$ cat src/rtl/rr_trunc_inc_sched_if.sv
// Request/result bus for rr_trunc_inc_sched.
// master: operand sources and the result consumer. slave: the scheduler.
interface rr_trunc_inc_sched_if #(
  parameter int N  = 4,
  parameter int DW = 6,
  parameter int W  = 3
);
  localparam int IDW = $clog2(N);

  logic [N-1:0]    req_valid;
  logic [N*DW-1:0] req_data;
  logic [N-1:0]    req_ready;
  logic            res_valid;
  logic            res_ready;
  logic [W-1:0]    res_data;
  logic [IDW-1:0]  res_id;
  logic            res_trunc;
  logic            busy;

  modport master (
    output req_valid, req_data, res_ready,
    input  req_ready, res_valid, res_data, res_id, res_trunc, busy
  );

  modport slave (
    input  req_valid, req_data, res_ready,
    output req_ready, res_valid, res_data, res_id, res_trunc, busy
  );
endinterface

$ cat src/rtl/rr_trunc_inc_sched.sv
// Round-robin scheduler sharing one W'(d+1) increment-and-truncate unit
// among N requesters. One request is in flight at a time: IDLE grants,
// CALC computes, HOLD presents the result until the consumer takes it.
// Optional build macro SATURATE_EN: clamp the result to all-ones when
// high bits would be lost instead of wrapping modulo 2^W.
module rr_trunc_inc_sched #(
  parameter int N  = 4,
  parameter int DW = 6,
  parameter int W  = 3
) (
  input logic              clk,
  input logic              rst,
  rr_trunc_inc_sched_if.slave bus
);
  localparam int IDW = $clog2(N);

  typedef enum logic [1:0] {IDLE, CALC, HOLD} state_e;

  state_e         state_q;
  logic [IDW-1:0] ptr_q, ptr_d;
  logic [IDW-1:0] id_q;
  logic [DW-1:0]  op_q;
  logic           res_valid_q;
  logic [W-1:0]   res_data_q, res_data_d;
  logic [IDW-1:0] res_id_q;
  logic           res_trunc_q, res_trunc_d;

  logic           gnt_found;
  logic [IDW-1:0] gnt_idx;
  logic           hi_found, lo_found;
  logic [IDW-1:0] hi_idx, lo_idx;
  logic [DW:0]    sum;

  // Rotating priority: lowest valid index at or above ptr, else lowest overall.
  // Descending scan so the last hit is the lowest index.
  always_comb begin
    hi_found = 1'b0;
    lo_found = 1'b0;
    hi_idx   = '0;
    lo_idx   = '0;
    for (int i = N - 1; i >= 0; i--) begin
      if (bus.req_valid[i]) begin
        lo_found = 1'b1;
        lo_idx   = IDW'(i);
        if (i >= int'(ptr_q)) begin
          hi_found = 1'b1;
          hi_idx   = IDW'(i);
        end
      end
    end
    gnt_found = hi_found | lo_found;
    gnt_idx   = hi_found ? hi_idx : lo_idx;
    ptr_d     = (gnt_idx == IDW'(N - 1)) ? '0 : gnt_idx + 1'b1;
  end

  // One-hot accept strobe; suppressed under reset so nothing is consumed then.
  always_comb begin
    bus.req_ready = '0;
    if (!rst && state_q == IDLE && gnt_found)
      bus.req_ready[gnt_idx] = 1'b1;
  end

  assign sum = {1'b0, op_q} + (DW + 1)'(1);

  // Lost-bit detection; nothing can be lost when the result is full width.
  generate
    if (W < DW + 1) begin : g_trunc
      assign res_trunc_d = |sum[DW:W];
    end else begin : g_notrunc
      assign res_trunc_d = 1'b0;
    end
  endgenerate

  // Result value: wrap by default, clamp to all-ones in the saturating build.
  always_comb begin
`ifdef SATURATE_EN
    res_data_d = res_trunc_d ? {W{1'b1}} : sum[W-1:0];
`else
    res_data_d = sum[W-1:0];
`endif
  end

  // Scheduler FSM with registered result outputs; reset wins over everything.
  always_ff @(posedge clk) begin
    if (rst) begin
      state_q     <= IDLE;
      ptr_q       <= '0;
      id_q        <= '0;
      op_q        <= '0;
      res_valid_q <= 1'b0;
      res_data_q  <= '0;
      res_id_q    <= '0;
      res_trunc_q <= 1'b0;
    end else begin
      case (state_q)
        IDLE: begin
          if (gnt_found) begin
            op_q    <= bus.req_data[gnt_idx*DW +: DW];
            id_q    <= gnt_idx;
            ptr_q   <= ptr_d;
            state_q <= CALC;
          end
        end
        CALC: begin
          res_data_q  <= res_data_d;
          res_trunc_q <= res_trunc_d;
          res_id_q    <= id_q;
          res_valid_q <= 1'b1;
          state_q     <= HOLD;
        end
        HOLD: begin
          if (bus.res_ready) begin
            res_valid_q <= 1'b0;
            state_q     <= IDLE;
          end
        end
        default: state_q <= IDLE;
      endcase
    end
  end

  assign bus.res_valid = res_valid_q;
  assign bus.res_data  = res_data_q;
  assign bus.res_id    = res_id_q;
  assign bus.res_trunc = res_trunc_q;
  assign bus.busy      = (state_q != IDLE);
endmodule
$ cat src/flat_wrapper.sv
// flat-port wrapper written by rule: the top's interface ports become plain ports
module rr_trunc_inc_sched_flat 
#(
  parameter int N  = 4,
  parameter int DW = 6,
  parameter int W  = 3
)
  (clk, rst, bus_req_valid, bus_req_data, bus_res_ready, bus_req_ready, bus_res_valid, bus_res_data, bus_res_id, bus_res_trunc, bus_busy);
  rr_trunc_inc_sched_if #(.N(N), .DW(DW), .W(W)) bus_i ();
  input logic clk;
  input logic rst;
  input wire logic [$bits(bus_i.req_valid)-1:0] bus_req_valid;
  input wire logic [$bits(bus_i.req_data)-1:0] bus_req_data;
  input wire logic [$bits(bus_i.res_ready)-1:0] bus_res_ready;
  output wire logic [$bits(bus_i.req_ready)-1:0] bus_req_ready;
  output wire logic [$bits(bus_i.res_valid)-1:0] bus_res_valid;
  output wire logic [$bits(bus_i.res_data)-1:0] bus_res_data;
  output wire logic [$bits(bus_i.res_id)-1:0] bus_res_id;
  output wire logic [$bits(bus_i.res_trunc)-1:0] bus_res_trunc;
  output wire logic [$bits(bus_i.busy)-1:0] bus_busy;
  assign bus_i.req_valid = bus_req_valid;
  assign bus_i.req_data = bus_req_data;
  assign bus_i.res_ready = bus_res_ready;
  assign bus_req_ready = bus_i.req_ready;
  assign bus_res_valid = bus_i.res_valid;
  assign bus_res_data = bus_i.res_data;
  assign bus_res_id = bus_i.res_id;
  assign bus_res_trunc = bus_i.res_trunc;
  assign bus_busy = bus_i.busy;
  rr_trunc_inc_sched #(.N(N), .DW(DW), .W(W)) u_core (.clk(clk), .rst(rst), .bus(bus_i));
endmodule
$ cat config.mk
export PLATFORM = sky130hd
export DESIGN_NAME = rr_trunc_inc_sched_flat
export DESIGN_NICKNAME = d
export VERILOG_FILES = /design/src/rtl/rr_trunc_inc_sched_if.sv /design/src/rtl/rr_trunc_inc_sched.sv /design/src/flat_wrapper.sv
export SDC_FILE = /design/constraint.sdc
export NUM_CORES = 1
export LEC_CHECK = 0
export BUFFER_PORTS_ARGS = -buffer_cell sky130_fd_sc_hd__buf_2
export CORE_MARGIN = 2
export CORE_UTILIZATION = 40
export DETAILED_ROUTE_END_ITERATION = 12
export HOLD_SLACK_MARGIN = 0.12
export PLACE_DENSITY_LB_ADDON = 0.12
export SYNTH_ARGS = -nofsm -noshare
export SYNTH_HDL_FRONTEND = slang
export SYNTH_SLANG_ARGS = --single-unit
$ cat constraint.sdc
create_clock -name clk -period 2.27 [get_ports clk]
set_input_delay 0.1135 -clock clk [delete_from_list [all_inputs] [get_ports clk]]
set_output_delay 0.1135 -clock clk [all_outputs]
set_load 0.02 [all_outputs]
==> metrics.log <==
INFO  metric ys_seq_elements = 19
INFO  metric nets = 190
INFO  metric timing.setup.tns = 0 ns
INFO  metric route.final.wire_length = between 2 and 2.5 mm
INFO  metric slowest_stage = a211o_1
INFO  metric crit_start = u_core.ptr_q[0]
INFO  metric num_io_pins = between 40 and 50
INFO  metric drive_gt1_share = between 30% and 40%
INFO  metric floorplan.die.height = between 50 and 60 µm
INFO  metric crit_path_start_kind = flop
INFO  metric clock_tree_from_tritoncts = done
INFO  metric critical_path_class = reg2out
INFO  metric power.static_leakage = between 0.6 and 0.7 nW
INFO  metric count_of_final_max_slew_check_failures = 0
INFO  metric r2r-start = u_core.ptr_q[0]
INFO  metric dieArea = roughly 3000 µm²
INFO  metric timing.hold.worst.class = in2reg
INFO  metric ctsHoldBuffers = 1
INFO  metric grt_pass1_vias = 933
INFO  metric worst_r2r_endpoint = u_core.op_q[0]
INFO  metric die_wd = 54.7 µm
INFO  metric ys_seq_area_share = ~37%
INFO  metric final-setup-viol-count = 0
INFO  metric fin_cells = ~190
INFO  metric post_synth_net_total = roughly 150
INFO  metric dominantRegCellSynth = dfxtp_1
INFO  metric routed-via-count = between 900 and 1k
INFO  metric antenna_violating_nets_post_route = 0
INFO  metric post_synth.cell_area_avg = between 9 and 10 µm²
INFO  metric track_usage = 17.3%
INFO  metric crit_fanout = 10
INFO  metric core_area = 2450 µm²
INFO  metric post_synth_instance_area = ~1000 µm²
INFO  metric yosys-top-cells-area = dfxtp_1 37%, mux2i_1 15%, o221ai_1 5.1%
INFO  metric max_cap_violations = 0
INFO  metric synth.top_cell.area_share = a little under two fifths
INFO  metric max-clock-path-buffers = 2
INFO  metric antenna_diode_count = 0
INFO  metric post_synth_num_cell_types = 36
INFO  metric hpwl = between 1.5 and 2 mm
INFO  metric minimum_clock_period = 2.03 ns
INFO  metric cts_setup_buffers = 0
INFO  metric power.density_cell_area = approximately 730 nW/µm²
INFO  metric cp_cell_sequence = nand2b_2 -> a21oi_2 -> a211o_1 -> inv_2 -> ha_1 -> and2_1 -> buf_2
INFO  metric postSynthCellCount = between 100 and 150
INFO  metric pre_cts_ws = between 0.5 and 0.6 ns
INFO  metric cts-resized-gates = 0
INFO  metric wl_per_cell = 12.0 µm
INFO  metric cts-buffers-inserted = 3
INFO  metric grt_antenna_before_repair = 0
INFO  metric hp-start = bus_req_data[21]
INFO  metric finalPower = 0.927 mW
INFO  metric globalplace.congestion = about 0.7
INFO  metric grt-ovfl-total = 0
INFO  metric critical-path-max-stage-delay = 0.38 ns
INFO  metric areaGrowthSynthToFinish = 24.1%
INFO  metric drc = 0
INFO  metric worst_r2r_path_depth = 6
INFO  metric htreeDepth = 1
INFO  metric dp_cells = between 150 and 200
INFO  metric routed_via_density = 5.19
INFO  metric numPortBuffers = 42
INFO  metric grt_start_max_net_pins = 21
INFO  metric worst_slew_pin_slew = about 0.43 ns
INFO  metric worst_setup_path_end_kind = output pin
INFO  metric grt_setup_unrepaired = false
INFO  metric wire_length_of_the_first_global_routing_pass = about 3.8 mm
INFO  metric clockRootBuffer = clkbuf_4
INFO  metric proportion_of_synthesized_flip_flops_having_asynchronous_set_or_reset = 0%
INFO  metric drtPass1Iterations = 4
INFO  metric clock-sinks = 19
INFO  metric finish.instance_area = roughly 1300 µm²
INFO  metric outcome = completed
INFO  metric dr.first_iter.drc_count = 21
INFO  metric clock.fmax = 493 MHz
INFO  metric setup_slack = between 0.2 and 0.25 ns
INFO  metric post_synth_edffs = 0
INFO  metric core.rowCount = 18
INFO  metric yosys.area.top_type = dfxtp_1
INFO  metric vdd.ir_drop.worst = 459 µV
INFO  metric required = about 2.2 ns
INFO  metric worstHoldPathCells = 3
INFO  metric min_to = u_core.op_q[3]
INFO  metric critical_path_arrival = between 1.5 and 2 ns
INFO  metric initial_utilization = around two fifths
INFO  metric worst_clock_skew_on_the_final_layout = approximately 0.0038 ns
INFO  metric clk_pin_slew = roughly 0.11 ns
INFO  metric yosysWarningCount = 0
INFO  metric placedInstanceArea = between 1000 and 1500 µm²
INFO  metric final_hold_viol_count = 0
INFO  metric maxSlewHeadroom = approximately 70%
INFO  metric timing.final.crit_share = approximately nine tenths
INFO  metric insertion_delay = between 0.2 and 0.3 ns
INFO  metric regToRegSetupSlack = around 0.53 ns
## critical path: cells and delay by family, from the launching register on
family	cells	cell delay (ns)
simple gates	2	0.33
compound gates	2	0.50
flops	1	0.34
buf+inv	2	0.25
fa+ha+maj	1	0.21
## metrics by stage
| step | hold slack [ns] | util (%) |
|---|---|---|
| 4_1_cts | 0.121 | 51.9 |
| 3_5_place_dp | 0.409 | 50.5 |
| 6_report | 0.130 | 51.9 |
| 5_1_grt | 0.134 | 51.9 |
| 2_1_floorplan | 0.206 | - |
| 3_3_place_gp | 0.404 | 50.5 |
## sequential cells by signal (all words and copies together) (netlist names)
register              count
u_core.bus.res_trunc      1
u_core.state_q            2
u_core.bus.res_data       3
u_core.id_q               2
u_core.bus.res_id         2
u_core.ptr_q              2
u_core.op_q               6
u_core.bus.res_valid      1
## cell type report
| cell class | instances | area, µm² |
|---|---|---|
| fillers | 260 | 1180 |
| multi-input cells | 84 | 584 |
| flip-flops and latches | 19 | 380 |
| repair buffers | 44 | 228 |
| well taps | 30 | 37.5 |
| clock buffers | 4 | 26.3 |
| inverters | 5 | 18.8 |
## cell usage in the layout (no fill, tap or decap), drive strengths merged
master,instances
nand3,1
ha,2
buf,43
a22oi,1
or3b,1
nor2,13
nor4,2
nor3,4
a21oi,10
inv,5
a31o,1
dlygate4sd3,1
or2b,1
o22ai,1
clkbuf,4
mux2i,15
a211o,1
nor2b,2
o221ai,6
or2,1
and2,1
dfxtp,19
nand3b,6
nand2,8
a211oi,1
xnor2,1
nand2b,3
nor3b,1
and3,1
## cell families after synthesis
group	after synthesis	synth area share [%]
simple gates	45	24.8
compound gates	21	14.1
flops	19	37.0
mux	15	14.6
buf+inv	10	6.09
fa+ha+maj	2	2.44
xor+xnor	1	0.853
## Yosys cell counts (all sizes together), types with 3 or more instances
library cell	count
buf	3
nand3b	6
nor3	4
a21oi	10
mux2i	15
nor2	13
o221ai	6
nand2	8
inv	5
dfxtp	19
nand2b	3
## metal layers
metal	wire, µm	vias up	GRT usage (%)
li1	-	494	-
met3	98	2	4.10
met1	1050	446	20.7
met2	1060	24	31.0
met5	0	-	0
met4	15	0	3.75
## report_power, final
part	internal, mW	switching, mW	total, mW	leakage (nW)
registers	0.385	0.0386	0.424	0.156
clock network	0.0683	0.105	0.174	0.0150
logic	0.150	0.180	0.330	0.453
## worst max path at each step
stage	endpoint	slack, ns
floorplan	u_core.ptr_q[1]	0.67
global placement	u_core.op_q[5]	0.58
detailed placement	u_core.op_q[0]	0.54
CTS	bus_req_ready[3]	0.23
global route	bus_req_ready[3]	0.1
finish	bus_req_ready[3]	0.24
(Power assumes the default switching activity.)
